### src/rtl/tt_serial_pkg.sv
// Shared types and constants for the teletype 8N1 serial port.
package tt_serial_pkg;

  localparam int DATA_BITS  = 8;
  localparam int OVERSAMPLE = 16;
  localparam int MID_SAMPLE = 8;

  localparam logic [3:0] OS_LAST     = 4'(OVERSAMPLE - 1);
  localparam logic [3:0] OS_MID_LAST = 4'(MID_SAMPLE - 1);
  localparam logic [2:0] BIT_LAST    = 3'(DATA_BITS - 1);

  typedef enum logic [1:0] {TX_IDLE, TX_START, TX_DATA, TX_STOP} tx_state_e;
  typedef enum logic [1:0] {RX_IDLE, RX_START, RX_DATA, RX_STOP} rx_state_e;

endpackage

### src/rtl/tt_serial_port_baud_tick.sv
// Baud enables: rx_tick every CLK_DIV clks, tx_tick on every 16th rx_tick.
module tt_baud_tick
  import tt_serial_pkg::*;
#(
  parameter int CLK_DIV = 325
) (
  input  logic clk,
  input  logic reset,
  output logic rx_tick,
  output logic tx_tick
);

  localparam int DIV_W = (CLK_DIV > 1) ? $clog2(CLK_DIV) : 1;
  localparam logic [DIV_W-1:0] DIV_LAST = DIV_W'(CLK_DIV - 1);

  logic [DIV_W-1:0] div_q, div_d;
  logic [3:0]       os_q, os_d;

  always_comb begin
    rx_tick = (div_q == DIV_LAST);
    tx_tick = rx_tick && (os_q == OS_LAST);
    div_d   = rx_tick ? '0 : div_q + 1'b1;
    os_d    = rx_tick ? os_q + 1'b1 : os_q;
  end

  always_ff @(posedge clk) begin
    if (reset) begin
      div_q <= '0;
      os_q  <= '0;
    end else begin
      div_q <= div_d;
      os_q  <= os_d;
    end
  end

endmodule

### src/rtl/tt_serial_port.sv
// 8N1 serial port with four-phase req/ack byte interfaces for the TTI/TTO device.
module tt_serial_port
  import tt_serial_pkg::*;
#(
  parameter int CLK_DIV = 325
) (
  input  logic       clk,
  input  logic       reset,
  input  logic       tx_req,
  input  logic [7:0] tx_data,
  output logic       tx_ack,
  output logic       tx_empty,
  input  logic       rx_req,
  output logic       rx_ack,
  output logic [7:0] rx_data,
  output logic       rx_empty,
  input  logic       rxd,
  output logic       txd,
  output tx_state_e  tx_state_dbg,
  output rx_state_e  rx_state_dbg
);

  logic rx_tick, tx_tick;

  tt_baud_tick #(.CLK_DIV(CLK_DIV)) u_baud (
    .clk     (clk),
    .reset   (reset),
    .rx_tick (rx_tick),
    .tx_tick (tx_tick)
  );

  // Handshakes: a request is accepted when req=1 and ack=0; ack then holds
  // until req is sampled low, so each req/ack cycle moves exactly one byte.

  tx_state_e  tx_state_q, tx_state_d;
  logic [7:0] tx_shift_q, tx_shift_d;
  logic [2:0] tx_bit_q, tx_bit_d;
  logic       tx_go_q, tx_go_d;
  logic       txd_q, txd_d;
  logic       tx_ack_q, tx_ack_d;
  logic       tx_empty_q, tx_empty_d;

  always_comb begin
    tx_state_d = tx_state_q;
    tx_shift_d = tx_shift_q;
    tx_bit_d   = tx_bit_q;
    tx_go_d    = tx_go_q;
    txd_d      = txd_q;
    tx_ack_d   = tx_ack_q & tx_req;
    tx_empty_d = tx_empty_q;
    case (tx_state_q)
      TX_IDLE: if (tx_req && !tx_ack_q) begin
        tx_shift_d = tx_data;
        tx_ack_d   = 1'b1;
        tx_empty_d = 1'b0;
        tx_go_d    = 1'b0;
        tx_state_d = TX_START;
      end
      // First tick drives the start bit; the second ends it.
      TX_START: if (tx_tick) begin
        if (!tx_go_q) begin
          txd_d   = 1'b0;
          tx_go_d = 1'b1;
        end else begin
          txd_d      = tx_shift_q[0];
          tx_shift_d = {1'b0, tx_shift_q[7:1]};
          tx_bit_d   = '0;
          tx_state_d = TX_DATA;
        end
      end
      TX_DATA: if (tx_tick) begin
        if (tx_bit_q == BIT_LAST) begin
          txd_d      = 1'b1;
          tx_state_d = TX_STOP;
        end else begin
          txd_d      = tx_shift_q[0];
          tx_shift_d = {1'b0, tx_shift_q[7:1]};
          tx_bit_d   = tx_bit_q + 1'b1;
        end
      end
      TX_STOP: if (tx_tick) begin
        tx_empty_d = 1'b1;
        tx_state_d = TX_IDLE;
      end
      default: tx_state_d = TX_IDLE;
    endcase
  end

  always_ff @(posedge clk) begin
    if (reset) begin
      tx_state_q <= TX_IDLE;
      tx_shift_q <= '0;
      tx_bit_q   <= '0;
      tx_go_q    <= 1'b0;
      txd_q      <= 1'b1;
      tx_ack_q   <= 1'b0;
      tx_empty_q <= 1'b1;
    end else begin
      tx_state_q <= tx_state_d;
      tx_shift_q <= tx_shift_d;
      tx_bit_q   <= tx_bit_d;
      tx_go_q    <= tx_go_d;
      txd_q      <= txd_d;
      tx_ack_q   <= tx_ack_d;
      tx_empty_q <= tx_empty_d;
    end
  end

  logic rxd_meta_q, rxd_sync_q;

  always_ff @(posedge clk) begin
    if (reset) begin
      rxd_meta_q <= 1'b1;
      rxd_sync_q <= 1'b1;
    end else begin
      rxd_meta_q <= rxd;
      rxd_sync_q <= rxd_meta_q;
    end
  end

  rx_state_e  rx_state_q, rx_state_d;
  logic [3:0] rx_cnt_q, rx_cnt_d;
  logic [2:0] rx_bit_q, rx_bit_d;
  logic [7:0] rx_shift_q, rx_shift_d;
  logic [7:0] rx_hold_q, rx_hold_d;
  logic [7:0] rx_data_q, rx_data_d;
  logic       rx_empty_q, rx_empty_d;
  logic       rx_ack_q, rx_ack_d;
  logic       rx_byte_done;

  always_comb begin
    rx_state_d   = rx_state_q;
    rx_cnt_d     = rx_cnt_q;
    rx_bit_d     = rx_bit_q;
    rx_shift_d   = rx_shift_q;
    rx_hold_d    = rx_hold_q;
    rx_data_d    = rx_data_q;
    rx_empty_d   = rx_empty_q;
    rx_ack_d     = rx_ack_q & rx_req;
    rx_byte_done = 1'b0;
    case (rx_state_q)
      RX_IDLE: if (rx_tick && !rxd_sync_q) begin
        rx_cnt_d   = '0;
        rx_state_d = RX_START;
      end
      RX_START: if (rx_tick) begin
        if (rx_cnt_q == OS_MID_LAST) begin
          rx_cnt_d   = '0;
          rx_bit_d   = '0;
          rx_state_d = rxd_sync_q ? RX_IDLE : RX_DATA;
        end else begin
          rx_cnt_d = rx_cnt_q + 1'b1;
        end
      end
      RX_DATA: if (rx_tick) begin
        if (rx_cnt_q == OS_LAST) begin
          rx_cnt_d   = '0;
          rx_shift_d = {rxd_sync_q, rx_shift_q[7:1]};
          rx_bit_d   = rx_bit_q + 1'b1;
          if (rx_bit_q == BIT_LAST) rx_state_d = RX_STOP;
        end else begin
          rx_cnt_d = rx_cnt_q + 1'b1;
        end
      end
      RX_STOP: if (rx_tick) begin
        if (rx_cnt_q == OS_LAST) begin
          rx_byte_done = rxd_sync_q;
          rx_state_d   = RX_IDLE;
        end else begin
          rx_cnt_d = rx_cnt_q + 1'b1;
        end
      end
      default: rx_state_d = RX_IDLE;
    endcase

    if (rx_req && !rx_ack_q && !rx_empty_q) begin
      rx_data_d  = rx_hold_q;
      rx_ack_d   = 1'b1;
      rx_empty_d = 1'b1;
    end
    // A completing byte lands after delivery so the holding register stays full.
    if (rx_byte_done) begin
      rx_hold_d  = rx_shift_q;
      rx_empty_d = 1'b0;
    end
  end

  always_ff @(posedge clk) begin
    if (reset) begin
      rx_state_q <= RX_IDLE;
      rx_cnt_q   <= '0;
      rx_bit_q   <= '0;
      rx_shift_q <= '0;
      rx_hold_q  <= '0;
      rx_data_q  <= '0;
      rx_empty_q <= 1'b1;
      rx_ack_q   <= 1'b0;
    end else begin
      rx_state_q <= rx_state_d;
      rx_cnt_q   <= rx_cnt_d;
      rx_bit_q   <= rx_bit_d;
      rx_shift_q <= rx_shift_d;
      rx_hold_q  <= rx_hold_d;
      rx_data_q  <= rx_data_d;
      rx_empty_q <= rx_empty_d;
      rx_ack_q   <= rx_ack_d;
    end
  end

  assign txd          = txd_q;
  assign tx_ack       = tx_ack_q;
  assign tx_empty     = tx_empty_q;
  assign rx_ack       = rx_ack_q;
  assign rx_data      = rx_data_q;
  assign rx_empty     = rx_empty_q;
  assign tx_state_dbg = tx_state_q;
  assign rx_state_dbg = rx_state_q;

endmodule

### config.mk
export PLATFORM = sky130hd
export DESIGN_NAME = tt_serial_port
export DESIGN_NICKNAME = d
export VERILOG_FILES = /design/src/rtl/tt_serial_pkg.sv /design/src/rtl/tt_serial_port_baud_tick.sv /design/src/rtl/tt_serial_port.sv
export SDC_FILE = /design/constraint.sdc
export NUM_CORES = 1
export LEC_CHECK = 0
export ABC_CLOCK_PERIOD_IN_PS = 2800
export CAP_MARGIN = 20
export CORE_ASPECT_RATIO = 0.8
export CORE_MARGIN = 10
export CORE_UTILIZATION = 45
export DETAILED_ROUTE_END_ITERATION = 16
export PLACE_DENSITY = 0.78
export SKIP_LAST_GASP = 1
export SYNTH_ARGS = -nofsm -noshare
export SYNTH_HDL_FRONTEND = slang
export SYNTH_SLANG_ARGS = --single-unit
### constraint.sdc
create_clock -name clk -period 2.8 [get_ports clk]
set_clock_uncertainty 0.15 [all_clocks]
set_input_delay 0.28 -clock clk [delete_from_list [all_inputs] [get_ports clk]]
set_output_delay 0.28 -clock clk [all_outputs]
set_load 0.01 [all_outputs]
# After elaboration in Yosys (flattened, before gate mapping)
# Cells that the tools add are included.
dict set report op_classes {
  n_bitwise 2
  n_eq_ne 28
  n_reduce_logical 28
  n_addsub 5
  mux 58
}
# operator count
set ops {}
lappend ops {{8-bit 2-to-1 mux} 5}
lappend ops {{2-bit != test, second input constant} 16}
lappend ops {{2-bit 2-to-1 mux} 15}
lappend ops {{4-bit 2-to-1 mux} 7}
lappend ops {{3-bit 2-to-1 mux} 8}
lappend ops {{8-bit case mux with 3 select lines} 1}
lappend ops {{2-bit case mux with 4 select lines} 2}
lappend ops {{4-bit case mux with 4 select lines} 1}
lappend ops {{5-bit AND reduction} 3}
lappend ops {{1-bit 2-to-1 mux} 14}
lappend ops {{3-bit case mux with 2 select lines} 2}
lappend ops {{3-bit AND reduction} 4}
lappend ops {{6-bit AND reduction} 2}
lappend ops {{2-bit nonzero test} 5}
lappend ops {{9-bit by 1-bit adder with 9-bit output, second input constant} 1}
lappend ops {{9-bit == test, second input constant} 1}
lappend ops {{4-bit by 1-bit adder with 4-bit output, second input constant} 2}
lappend ops {{2-bit == test, second input constant} 4}
lappend ops {{4-bit == test, second input constant} 2}
lappend ops {{8-bit AND reduction} 1}
lappend ops {{3-bit by 1-bit adder with 3-bit output, second input constant} 2}
lappend ops {{3-bit == test, second input constant} 2}
lappend ops {{1-bit case mux with 2 select lines} 3}
lappend ops {{1-bit logical AND} 5}
lappend ops {{other kinds (7)} 13}
dict set report totals {
  word_cells 140
  ff_bits 67
}

# Logic depth before layout (Yosys ltp)
# Gate-level depths: netlist (run 1).
dict set report depth {
  ltp_word 5
  ltp_mapped 9
}

# Cells and area by module
# From an unflattened synthesis (run 1), not the netlist that was laid out.
dict set report unflattened {
  cells_unflattened 315
  hier_area_um2 3036.7
}
# module n_inst area_per_inst_um2 cells_per_inst
set by_module_without_submodules {}
lappend by_module_without_submodules {tt_serial_port 1 2442.3 247}
lappend by_module_without_submodules {tt_baud_tick 1 594.3 68}

# Least setup slack after synthesis (run 1)
# Ideal clock, no wire load.
dict set report synth_timing {
  path_kind {reg-to-reg}
  from {register u_baud.div_q[3]}
  to {register tx_shift_q[7]}
  n_path_buf 2
  t_arrival_ns 2.142
  setup_slack_ns 0.436
  path_stages_with_launch 8
  setup_ns 0.072
  synth_period_minus_slack_ns 2.364
  cell_sequence {dfxtp_1 or4b_4 or2_1 buf_6 o41ai_4 and2_1 buf_6 mux2i_1}
}
dict set report synth_between {
  elab_chain_len 4
  elab_cells_between_ends 5
  classes_between {eq/ne: 3; reduce/logical: 2}
}
# item line
set synth_lines {}
lappend synth_lines {{start, declared} tt_serial_port_baud_tick.sv:16} ;# logic [DIV_W-1:0] div_q, div_d;
lappend synth_lines {{start signal, assigned} tt_serial_port_baud_tick.sv:31} ;# div_q <= div_d;
lappend synth_lines {{9-bit == test *} tt_serial_port_baud_tick.sv:20} ;# rx_tick = (div_q == DIV_LAST);
lappend synth_lines {{1-bit logical AND *} tt_serial_port_baud_tick.sv:21} ;# tx_tick = rx_tick && (os_q == OS_LAST);
lappend synth_lines {{2-bit != test (no source line)} -}
lappend synth_lines {{6-bit AND reduction (no source line) *} -}
lappend synth_lines {{end signal, assigned} tt_serial_port.sv:100} ;# tx_shift_q <= tx_shift_d;
lappend synth_lines {{end, declared} tt_serial_port.sv:36} ;# logic [7:0] tx_shift_q, tx_shift_d;
# Every way passes the cells marked *; elsewhere a longest branch is shown, timed or not.
# A chain may end at the register's enable or synchronous reset.

# Final worst setup path (run 1)
dict set report layout_timing {
  from {register u_baud.div_q[3]}
  to {register tx_shift_q[0]}
}
# Same word-level chain as after synthesis.

==> results of run 1 <==
==> final timing paths <==
check,slack (ps),start,cells after the start,to
max,360,u_baud.div_q[3],5,tx_shift_q[0]
min,260,rxd_meta_q,1,rxd_sync_q
max reg2reg,360,u_baud.div_q[3],5,tx_shift_q[0]
min reg2reg,260,rxd_meta_q,1,rxd_sync_q
==> sequential cells by signal, summed over array words and instances (netlist names), 2 cells and up, named ones only <==
signal        count
rx_bit_q          3
rx_data           8
tx_state_dbg      2
rx_shift_q        8
tx_shift_q        8
rx_hold_q         8
rx_cnt_q          4
u_baud.os_q       4
tx_bit_q          3
u_baud.div_q      9
==> cells by family after synthesis <==
| family | synth area share, % |
|---|---|
| AOI/OAI and AO/OA | 10.1 |
| xor gates and xnor gates | 3.85 |
| adders and majority gates | 5.50 |
| buffers and inverters | 3.81 |
| DFF | 45.3 |
| muxes | 12.9 |
| and+or+nand+nor | 18.5 |
==> area by class of cell <==
type / count / share of cell area [%]
multi-input combinational: 220 / 42.6
timing repair buffer: 36 / 9.57
clock buffer: 11 / 4.01
tap: 84 / 2.98
sequential: 67 / 38.0
clock inverter: 5 / 1.74
inverter: 10 / 1.06
==> per-layer routing <==
layer / vias to the layer above / share of wire, %
li1: 1154 / -
met1: 1070 / 48
met2: 32 / 45
met3: 9 / 4.5
met4: 0 / 1.9
met5: - / 0
==> metrics by stage <==
step | total power, mW | cell area, µm² | hold slack (ps) | util (%)
after floorplan | 1.56 | 2960 | 234 | -
after global placement | 1.67 | 3330 | 244 | 52.2
after detailed placement | 1.69 | 3330 | 250 | 52.2
after CTS | 2.51 | 3530 | 266 | 55.3
after global routing | 2.62 | 3530 | 284 | 55.3
final | 2.48 | 3530 | 263 | 55.3
==> power breakdown <==
group / internal [mW] / switching (mW) / total, mW
Clock: 0.440 / 0.374 / 0.815
Combinational: 0.284 / 0.328 / 0.613
Sequential: 1.02 / 0.0412 / 1.06
Total: 1.74 / 0.744 / 2.48
==> worst max-delay path, cell delays in order (launching register included) <==
cell	delay (ps)
dfxtp_1	350
or4b_4	580
or2_1	350
o41ai_4	360
and2_1	370
a211oi_1	130
==> cells in the final DEF, fill, tap and decap left out, types with 2 or more instances in the layout <==
master           count
a211oi_1            11
a21oi_1             23
and3b_1              2
and4_1               2
buf_4                7
clkbuf_8            10
clkdlybuf4s50_1     28
clkinv_4             2
dfxtp_1             67
ha_1                13
inv_1               10
mux2i_1             38
nand2_1             14
nand3_1              7
nand4_1              6
nand4b_1             2
nor2_1              50
nor2b_1              2
nor3_1               8
nor3b_1              3
o21ai_0              5
or2_2                2
xnor2_1              8
xor2_1               5
==> impl_metrics.yaml, run 1 <==
run_status:
  status: "complete, no violations"
power:
  ir_worst_vdd_v: 0.000458
  p_per_area_mw_per_mm2: 704
  power_leakage_nw: 1.29
flow_run:
  max_cap_violations: 0
synth:
  synth_area_leaders: "dfxtp_1 (45%), mux2i_1 (13%), nor2_1 (6.3%)"
  yosysTopAreaCell: "dfxtp_1"
  yosysUniqueCellTypes: 42
  synth_edf_count: 0
  synth_top_area_share_pct: 45.3
  yosysSeqAreaShare_pct: 45.3
  synthArstFlopShare_pct: 0
  yosysMostFrequentCell: "dfxtp_1"
  synthesis.nets: 338
  syn_avg_cell_area_um2: 9.48
  ys.flop_type: "dfxtp_1"
  synth.cell_area_mm2: 0.00296
  synth_cells: 312
  synthTopCellsByCount: "dfxtp_1 (67), nor2_1 (50), mux2i_1 (38)"
  ys_seq_elements: 67
  synth_warnings: 0
clock_tree:
  post_cts_resized: 0
  clockRootBuffer: "clkbuf_8"
  hold_buffers: 0
  insertion_delay_ps: 350
  cts_tree: "yes"
  cts_inserted_buffers: 9
  htree_levels: 3
  clock_sinks: 67
  clkTransAtPathRegs_ps: 70
  clockBufferDepth: 2
  cts_setup_buffers: 0
global_route:
  grt_max_degree: 35
  grt_overflow_total: 0
  grt_pass1_vias: 2208
  top_usage_layer: "met2"
  grt_use_total_pct: 11.6
  grt_pass1_wl_um: 10100
  grt_util_met1_pct: 13.5
  grt_antenna_before_repair: 0
  gr-usage-met3_pct: 4.19
  use_met2_pct: 18.5
placement:
  gp_congestion: 0.806
  dp.cells: 417
  place_hpwl_um: 4100
  port_buffers: 29
  place_ws_ps: 377
setup_path:
  cp.arrival_ps: 2490
  cp-start-kind: "flip-flop"
  path_class: "flip-flop to flip-flop"
  critPathCaptureType: "flip-flop"
  crit_required_ps: 2850
  path_max_fanout: 8
finish:
  seqCellArea_mm2: 0.00134
  layout-drive-gt1-share_pct: 8.60
  multi_input_area_mm2: 0.00150
  syn_to_final_growth_pct: 19.3
  fin_cells: 433
  fin_nets: 370
  n_antenna_cell: 0
  nFillCells: 582
timing:
  tightest_slew_ps: 648
  drv_slew: 0
  rsz0062_at_grt: "no"
  period_minus_slack_ps: 2440
  final_hold_viol_count: 0
  fin_ws_ps: 360
  max_clock_freq_mhz: 410
  tns_ps: 0
  setup-violations-final: 0
  maxSlewHeadroom_pct: 56.8
  finalCritPeriodShare_pct: 87.1
hold_path:
  hold_class: "flip-flop to flip-flop"
die:
  die_y_um: 92.5
  rows: 26
  io_pins: 30
  start_util_pct: 46.4
  die_x_um: 111
  dieArea_mm2: 0.0102
  core_mm2: 0.00638
detailed_routing:
  first_pass_iters: 4
  finalWirelength_um: 5800
  ant_nets: 0
  via_per_inst: 5.23
  routedWlPerCell_um: 13.4
  drc: 0
  first_iter_violations: 133
  num_vias: 2265
Note: power is estimated with default switching activity, not from simulation.
==> inputs of run 2 (changes only) <==
- ABC_CLOCK_PERIOD_IN_PS: 2800 -> 2400
- clock period: 2.8 -> 2.4 ns (I/O delays scaled with it)
==> run 2 against run 1 <==
Net effect: register-to-register slack got worse by 290 ps; sequential power is 16% higher; via count increased by 3.2%; cell count rose by 2.5%; power increased by 18%; combinational power rose by 23%; clock power rose by 16%; worst hold slack got worse by 84 ps; non-clock buffer count increased by 11; wire length is 4.8% higher; sequential share of layout area is 0.98 points lower; critical path type unchanged; largest cell class unchanged.
==> impl_metrics.yaml, run 2 (synthesis results as in run 1) <==
die:
  rows: 26
  core_mm2: 0.00638
  start_util_pct: 46.4
  dieArea_mm2: 0.0102
  io_pins: 30
  die_x_um: 111
  die_y_um: 92.5
finish:
  layout-drive-gt1-share_pct: 12.8
  fin_area_mm2: 0.00362
  fin_util_pct: 56.8
  syn_to_final_growth_pct: 22.5
  nFillCells: 583
  n_antenna_cell: 0
  fin_nets: 381
  final_cell_mix: "dfxtp_1 (67), nor2_1 (50), mux2i_1 (36)"
  final_common_cell: "dfxtp_1"
  largest_reg_flops: 9
  max_flop_register: "u_baud.div_q"
setup_path:
  cp.arrival_ps: 2410
  path_class: "flip-flop to flip-flop"
  critPathCaptureType: "flip-flop"
  path_max_fanout: 8
  cp-start-kind: "flip-flop"
  crit_required_ps: 2480
power:
  p_int_mw: 2.03
  finalPower_mw: 2.93
  p_per_area_mw_per_mm2: 809
  ir_worst_vdd_v: 0.000425
  pwr-share-clk_pct: 32.2
  sw_frac_of_total_pct: 30.7
  p_seq_share_pct: 42.0
  pwr-share-comb_pct: 25.8
  power_leakage_nw: 1.34
  p_sw_uw: 900
timing:
  max_clock_freq_mhz: 429
  maxSlewHeadroom_pct: 67.5
  rsz0062_at_grt: "yes"
  tns_ps: 0
  finalCritPeriodShare_pct: 97.2
  drv_slew: 0
  final_hold_viol_count: 0
  tightest_slew_ps: 488
  period_minus_slack_ps: 2330
  setup-violations-final: 0
placement:
  gp_congestion: 0.825
  place_area_mm2: 0.00340
  place_hpwl_um: 4320
  port_buffers: 29
global_route:
  grt_pass1_vias: 2400
  grt_use_total_pct: 12.5
  grt_antenna_before_repair: 0
  grt_overflow_total: 0
  top_usage_layer: "met2"
  gr-usage-met3_pct: 3.61
  grt_util_met1_pct: 14.8
  grt_max_degree: 32
  grt_pass1_wl_um: 10900
  use_met2_pct: 19.6
clock_tree:
  clockRootBuffer: "clkbuf_8"
  clockBufferDepth: 2
  insertion_delay_ps: 350
  cts_tree: "yes"
  cts_inserted_buffers: 9
  htree_levels: 3
  hold_buffers: 0
  clkTransAtPathRegs_ps: 80
  clock_sinks: 67
flow_run:
  max_cap_violations: 0
run_status:
  status: "complete, no violations"
detailed_routing:
  ant_nets: 0
  via_per_inst: 5.26
  drc: 0
  num_vias: 2337
  finalWirelength_um: 6080
  first_pass_iters: 4
  routedWlPerCell_um: 13.7
  first_iter_violations: 124
hold_path:
  hold_class: "input port to flip-flop"
-- run 2: cell count changes in the layout (fill, tap and decap cells not counted), sizes merged --
cell	change
buf	+11
clkbuf	-2
clkinv	-1
clkinvlp	+2
inv	+1
-- run 2: layout make-up --
type	count	area, µm²	share of cell area (%)
repair buffers	47	420	11.6
flip-flops and latches	67	1340	37.0
inverters	10	37.5	1.04
well taps	84	105	2.90
multi-input cells	220	1520	41.9
clock buffers	9	124	3.42
clock inverters	7	76.3	2.11
-- run 2: path summary, 6_finish.rpt --
check	from	to	slack, ps	cells after the start
min	reset	rx_bit_q[0]	180	2
max	u_baud.div_q[3]	rx_shift_q[0]	70	7
max reg2reg	u_baud.div_q[3]	rx_shift_q[0]	70	7
min reg2reg	rxd_meta_q	rxd_sync_q	280	1
-- run 2: power by group through the flow --
stage | combinational [mW] | clock [mW] | sequential (mW)
after floorplan | 0.562 | 0 | 1.26
after global placement | 0.730 | 0 | 1.25
after detailed placement | 0.751 | 0 | 1.26
after CTS | 0.754 | 0.963 | 1.23
after global routing | 0.848 | 1.02 | 1.24
final | 0.756 | 0.942 | 1.23
-- run 2: metrics by stage --
stage / cells / setup slack (ps) / hold WS [ps]
finish: 444 / 67.5 / 179
floorplan: 312 / 36.0 / 194
global route: 444 / -16.2 / 200
global placement: 427 / 133 / 244
CTS: 443 / 49.6 / 166
detailed placement: 427 / 78.3 / 269
-- run 2: per-layer routing --
metal,vias up,share of wire (%)
li1,1182,-
met1,1095,47
met2,50,46
met3,10,5.1
met4,0,2.4
met5,-,0
-- run 2: timing repair --
| item | in CTS | in global routing |
|---|---|---|
| endpoints found under the setup margin | 0 | 17 |
| buffers inserted | 0 | 1 |
| gates resized for setup | 0 | 4 |
-- run 2: worst max-delay path, stage by stage (launching register included) --
cell     delay (ps)
dfxtp_1         340
or4b_4          570
or2_1           270
buf_4           180
nor3b_2         180
buf_4           220
mux2i_2         240
nor2_1           60
==> inputs of run 3 (changes only) <==
- GPL_TIMING_DRIVEN: default -> 1
==> results of run 3 <==
Same layout as run 2: the final DEF is identical, and so are final timing and power.
==> patch 1 (config.mk and constraints of run 3) <==
`rx_data_q` no longer has a reset.
--- a/src/rtl/tt_serial_port.sv
+++ b/src/rtl/tt_serial_port.sv
@@ -194,3 +194,2 @@
       rx_hold_q  <= '0;
-      rx_data_q  <= '0;
       rx_empty_q <= 1'b1;
@@ -203,3 +202,2 @@
       rx_hold_q  <= rx_hold_d;
-      rx_data_q  <= rx_data_d;
       rx_empty_q <= rx_empty_d;
@@ -207,2 +205,6 @@
     end
+  end
+
+  always_ff @(posedge clk) begin
+    rx_data_q <= rx_data_d;
   end
Behaviour: no difference found for any inputs over 10 cycles, from zero or initial values and one cycle with reset high; that may be too few to reach the edited logic, so the function may still have changed.
==> patch 1 against run 3 <==
- setup slack improved by 0.14 ns
- routed wire length increased by 9.4%
- global-route usage up 0.39 points
- total power grew 2.3%
- area after synthesis rose by 3.6%
- cell area rose by 1.4%
- sequential cell count unchanged
- die area increased by 2.9%
- critical path type unchanged
- count of clock-buffer cells in the layout grew 1
- critical path depth down 1
- first-iteration DRC count is 48% higher
- via count is 6.1% higher
==> patch 1: results (changes against run 3) <==
metric,value,unit,change
pin count of the biggest net entering global routing,25,,-22%
flop-to-flop setup slack,0.20,ns,+0.14 ns
crit-path max cell delay,0.47,ns,-0.10 ns
"Seq/Total Area, Yosys",46.4,%,+1.0 points
PostCTS Resize Cnt,0,,unchanged
gp weighted congestion,0.833,,+1.1%
CP arrival,2.26,ns,-0.15 ns
mux contribution to synthesized area,8.45,%,-4.4 points
share of cells above drive strength 1,12.9,%,+0.079 points
leakage power,0.00142,µW,+6.4%
Hold Path Class,reg2reg,,
first-pass GRT wire length,11400,µm,+4.5%
DR vias,2480,,+6.1%
syn_nets,337,,-0.30%
CTS Buffer Depth,2,,unchanged
First-pass DRT Iterations,5,,+1
Tot GR Track Use,12.9,%,+0.39 points
vias in the first global route,2406,,+0.25%
Peak supply drop,0.514,mV,+21%
Synth cell types,53,,+26%
filler cell count in the final layout,576,,-1.2%
final wirelength,6650,µm,+9.4%
number of port buffers,29,,unchanged
hold path depth,1,,-1
Post-synth EDFFs,8,,+8
top post-synthesis cells by count,"dfxtp_1 (59), nor2_1 (23), nor3_1 (21)",,
status,"finished, final reports clean",,
Post-Synth Adder-Cell Area,5.31,%,-0.19 points
Setup Buffers After CTS,0,,unchanged
critical path peak fanout,10,,+2
Slew HR,64.2,%,-3.3 points
Worst path slowest cell,or3_1,,
sw power,998,µW,+11%
XOR/XNOR Fraction of Synth Area,3.14,%,-0.71 points
first-iteration detailed-routing DRC count,184,,+48%
cells on worst reg2reg path,6,,-1
nets,371,,-2.6%
Clock Pin Slew Worst Setup and Hold Paths,0.08,ns,about the same
post-DP HPWL,4710,µm,+9.2%
ranking of synthesized cells by area,"dfxtp_1 (39%), edfxtp_1 (7.8%), mux2i_1 (5.9%), ha_1 (5.3%), nor3_1 (3.4%)",,
==> patch 1: path summary, 6_finish.rpt <==
check	end	startpoint
worst max-delay path	tx_shift_q[5]$_SDFFE_PP0P_	tx_state_dbg[0]$_SDFFE_PP0P_
worst min register to register	rxd_sync_q$_SDFF_PP1_	rxd_meta_q$_SDFF_PP1_
worst max register to register	tx_shift_q[5]$_SDFFE_PP0P_	tx_state_dbg[0]$_SDFFE_PP0P_
worst min-delay path	rxd_sync_q$_SDFF_PP1_	rxd_meta_q$_SDFF_PP1_
==> patch 1: through the flow <==
| stage | worst slack [ns] | total power (µW) | instance area [µm²] | hold slack, ns | instances |
|---|---|---|---|---|---|
| final | 0.204 | 3000 | 3670 | 0.282 | 434 |
| after global routing | 0.0575 | 3170 | 3670 | 0.295 | 434 |
| after CTS | 0.202 | 3000 | 3670 | 0.283 | 434 |
| after detailed placement | 0.201 | 2130 | 3480 | 0.264 | 418 |
| after global placement | 0.284 | 2100 | 3480 | 0.252 | 418 |
| after floorplan | 0.279 | 1880 | 3060 | 0.194 | 311 |
==> patch 1: cell type report <==
| type | instances | share of cell area, % |
|---|---|---|
| sequential | 67 | 38.7 |
| multi-input combinational | 216 | 41.9 |
| timing repair buffer | 42 | 10.6 |
| inverter | 9 | 0.920 |
| clock buffer | 10 | 3.75 |
| tap | 84 | 2.86 |
| clock inverter | 6 | 1.26 |
==> patch 1: per-layer routing <==
metal / wire length, µm / vias to the layer above / GRT usage [%]
met4: 57 / 0 / 4.64
met3: 431 / 6 / 5.04
met1: 3180 / 1185 / 16.0
li1: - / 1220 / -
met5: 0 / - / 0
met2: 2990 / 69 / 19.8
==> patch 1: worst reg2reg max path: cells and delay by family (launching register included) <==
family                     cells  cell delay [ns]
and+or+nand+nor                4             1.09
DFF                            1             0.40
adders and majority gates      1             0.32
buffers and inverters          1             0.11
==> patch 1: kinds of logic after synthesis <==
logic type	after synthesis
AND/OR/NAND/NOR	114
flip-flops	67
AO/OA/AOI/OAI	53
buffers and inverters	28
multiplexers	25
adder cells (fa/ha/maj)	13
XOR/XNOR	11
==> patch 1: power by group through the flow <==
stage,Combinational (µW),Clock [µW],Sequential [µW]
finish,878,870,1250
global route,963,946,1260
CTS,857,890,1250
detailed placement,853,0,1280
global placement,834,0,1270
floorplan,612,0,1270
==> patch 2 (flow settings as in run 3) <==
Made on the original files. `CLK_DIV` is set to 325 in 2 places; all go to 650.
--- a/src/rtl/tt_serial_port_baud_tick.sv
+++ b/src/rtl/tt_serial_port_baud_tick.sv
@@ -4,3 +4,3 @@
 #(
-  parameter int CLK_DIV = 325
+  parameter int CLK_DIV = 650
 ) (
--- a/src/rtl/tt_serial_port.sv
+++ b/src/rtl/tt_serial_port.sv
@@ -4,3 +4,3 @@
 #(
-  parameter int CLK_DIV = 325
+  parameter int CLK_DIV = 650
 ) (
Formal check against the unedited RTL: same outputs for any inputs over 10 cycles, from zero or initial values and one cycle with reset high; that may be too few to reach the edited logic, so the function may still have changed.
==> patch 2 against run 3 <==
- setup slack improved by 0.18 ns
- total power fell by 0.37%
- via count rose by 13%
- sequential power rose by 3%
- routed wire length rose by 14%
- cell area rose by 5.0%
- area after synthesis rose by 8.1%
- hold slack got worse by 0.024 ns
- sequential cell count rose by 1
- largest power group unchanged
==> patch 2: results (changes against run 3) <==
metric,value,unit,change
status,"finished, final reports clean",,
share of power burned in the clock network,33.8,%,+1.6 points
first-pass GRT wire length,12100,µm,+10%
max reg flops,10,,+1
Non-clk bufs,44,,-6.4%
Worst-Skew Late Latency,0.35,ns,about the same
Vias/cell,5.56,,+5.6%
invs w/o clock,16,,+6
clk cell area share,5.43,%,-0.097 points
top post-synthesis cells by count,"dfxtp_1 (68), nand2_1 (30), a21oi_1 (23)",,
ranking of synthesized cells by area,"dfxtp_1 (43%), mux2i_1 (6.3%), ha_1 (5.1%), a21oi_1 (3.6%), nand2_1 (3.5%)",,
area grow syn2layout,18.9,%,
Worst path slowest cell,and3_1,,
gp weighted congestion,0.801,,-2.9%
filler cell count in the final layout,627,,+7.5%
met2 WL,3290,µm,+19%
#MultiIn Comb,244,,+11%
"Seq/Total Area, Yosys",42.6,%,-2.8 points
Synth cell types,53,,+26%
XOR/XNOR Fraction of Synth Area,3.29,%,-0.56 points
mux contribution to synthesized area,9.08,%,-3.8 points
FFs & Latches,68,,+1.5%
M2 GR Usage,21.4,%,+1.9 points
met3 Use GR,4.77,%,+1.2 points
Crit. End Element,flip-flop,,
leakage power,0.00143,µW,+7.2%
first-iteration detailed-routing DRC count,135,,+8.9%
Tot GR Track Use,13.4,%,+0.85 points
design area,3800,µm²,+5.0%
DR vias,2639,,+13%
Post-Synth Adder-Cell Area,5.09,%,-0.41 points
sw power,884,µW,-1.7%
Peak supply drop,0.322,mV,-24%
Metal-1 WL,3240,µm,+14%
met1 usage,16.4,%,+1.6 points
nets,409,,+7.3%
vias in the first global route,2548,,+6.2%
DP Area,3600,µm²,+5.7%
combinational share of power,22.7,%,-3.1 points
critical path peak fanout,16,,+8
post-DP HPWL,4810,µm,+11%
Post-Place Setup Slack,0.243,ns,+0.165 ns
"Non-clock buffers, area share",10.5,%,-1.1 points
CP arrival,2.30,ns,-0.11 ns
pin count of the biggest net entering global routing,24,,-25%
register area,1360,µm²,+1.5%
syn_area_per_cell,9.16,µm²,-3.4%
Synth Area in Compound Gates,15.4,%,+5.3 points
crit-path max cell delay,0.45,ns,-0.12 ns
share of cells above drive strength 1,15.2,%,+2.4 points
Slew HR,58.7,%,-8.8 points
DR WL/cell,14.6,µm,+6.6%
Cell Int Power,2040,µW,+0.24%
area of the multi-input gates,1670,µm²,+9.9%
met3 wire length,383,µm,+24%
-- patch 2: cell count changes in the layout (fill, tap and decap cells not counted), sizes merged, moves of 8 or more --
cell    delta
nand3     +10
a211oi     -8
mux2i     -18
mux2       +8
a31o       +8
nand2     +16
o21ai     +11
a311oi     +8
nor2      -33
-- patch 2: path summary, 6_finish.rpt --
| path | startpoint | end | slack, ns | depth (start not counted) |
|---|---|---|---|---|
| hold reg to reg | rxd_meta_q$_SDFF_PP1_ | rxd_sync_q$_SDFF_PP1_ | 0.26 | 1 |
| setup / recovery | rx_cnt_q[0]$_SDFFE_PP0P_ | rx_hold_q[7]$_SDFFE_PP0P_ | 0.24 | 5 |
| setup reg to reg | rx_cnt_q[0]$_SDFFE_PP0P_ | rx_hold_q[7]$_SDFFE_PP0P_ | 0.24 | 5 |
| hold / removal | reset | rx_shift_q[0]$_SDFFE_PP0P_ | 0.15 | 2 |
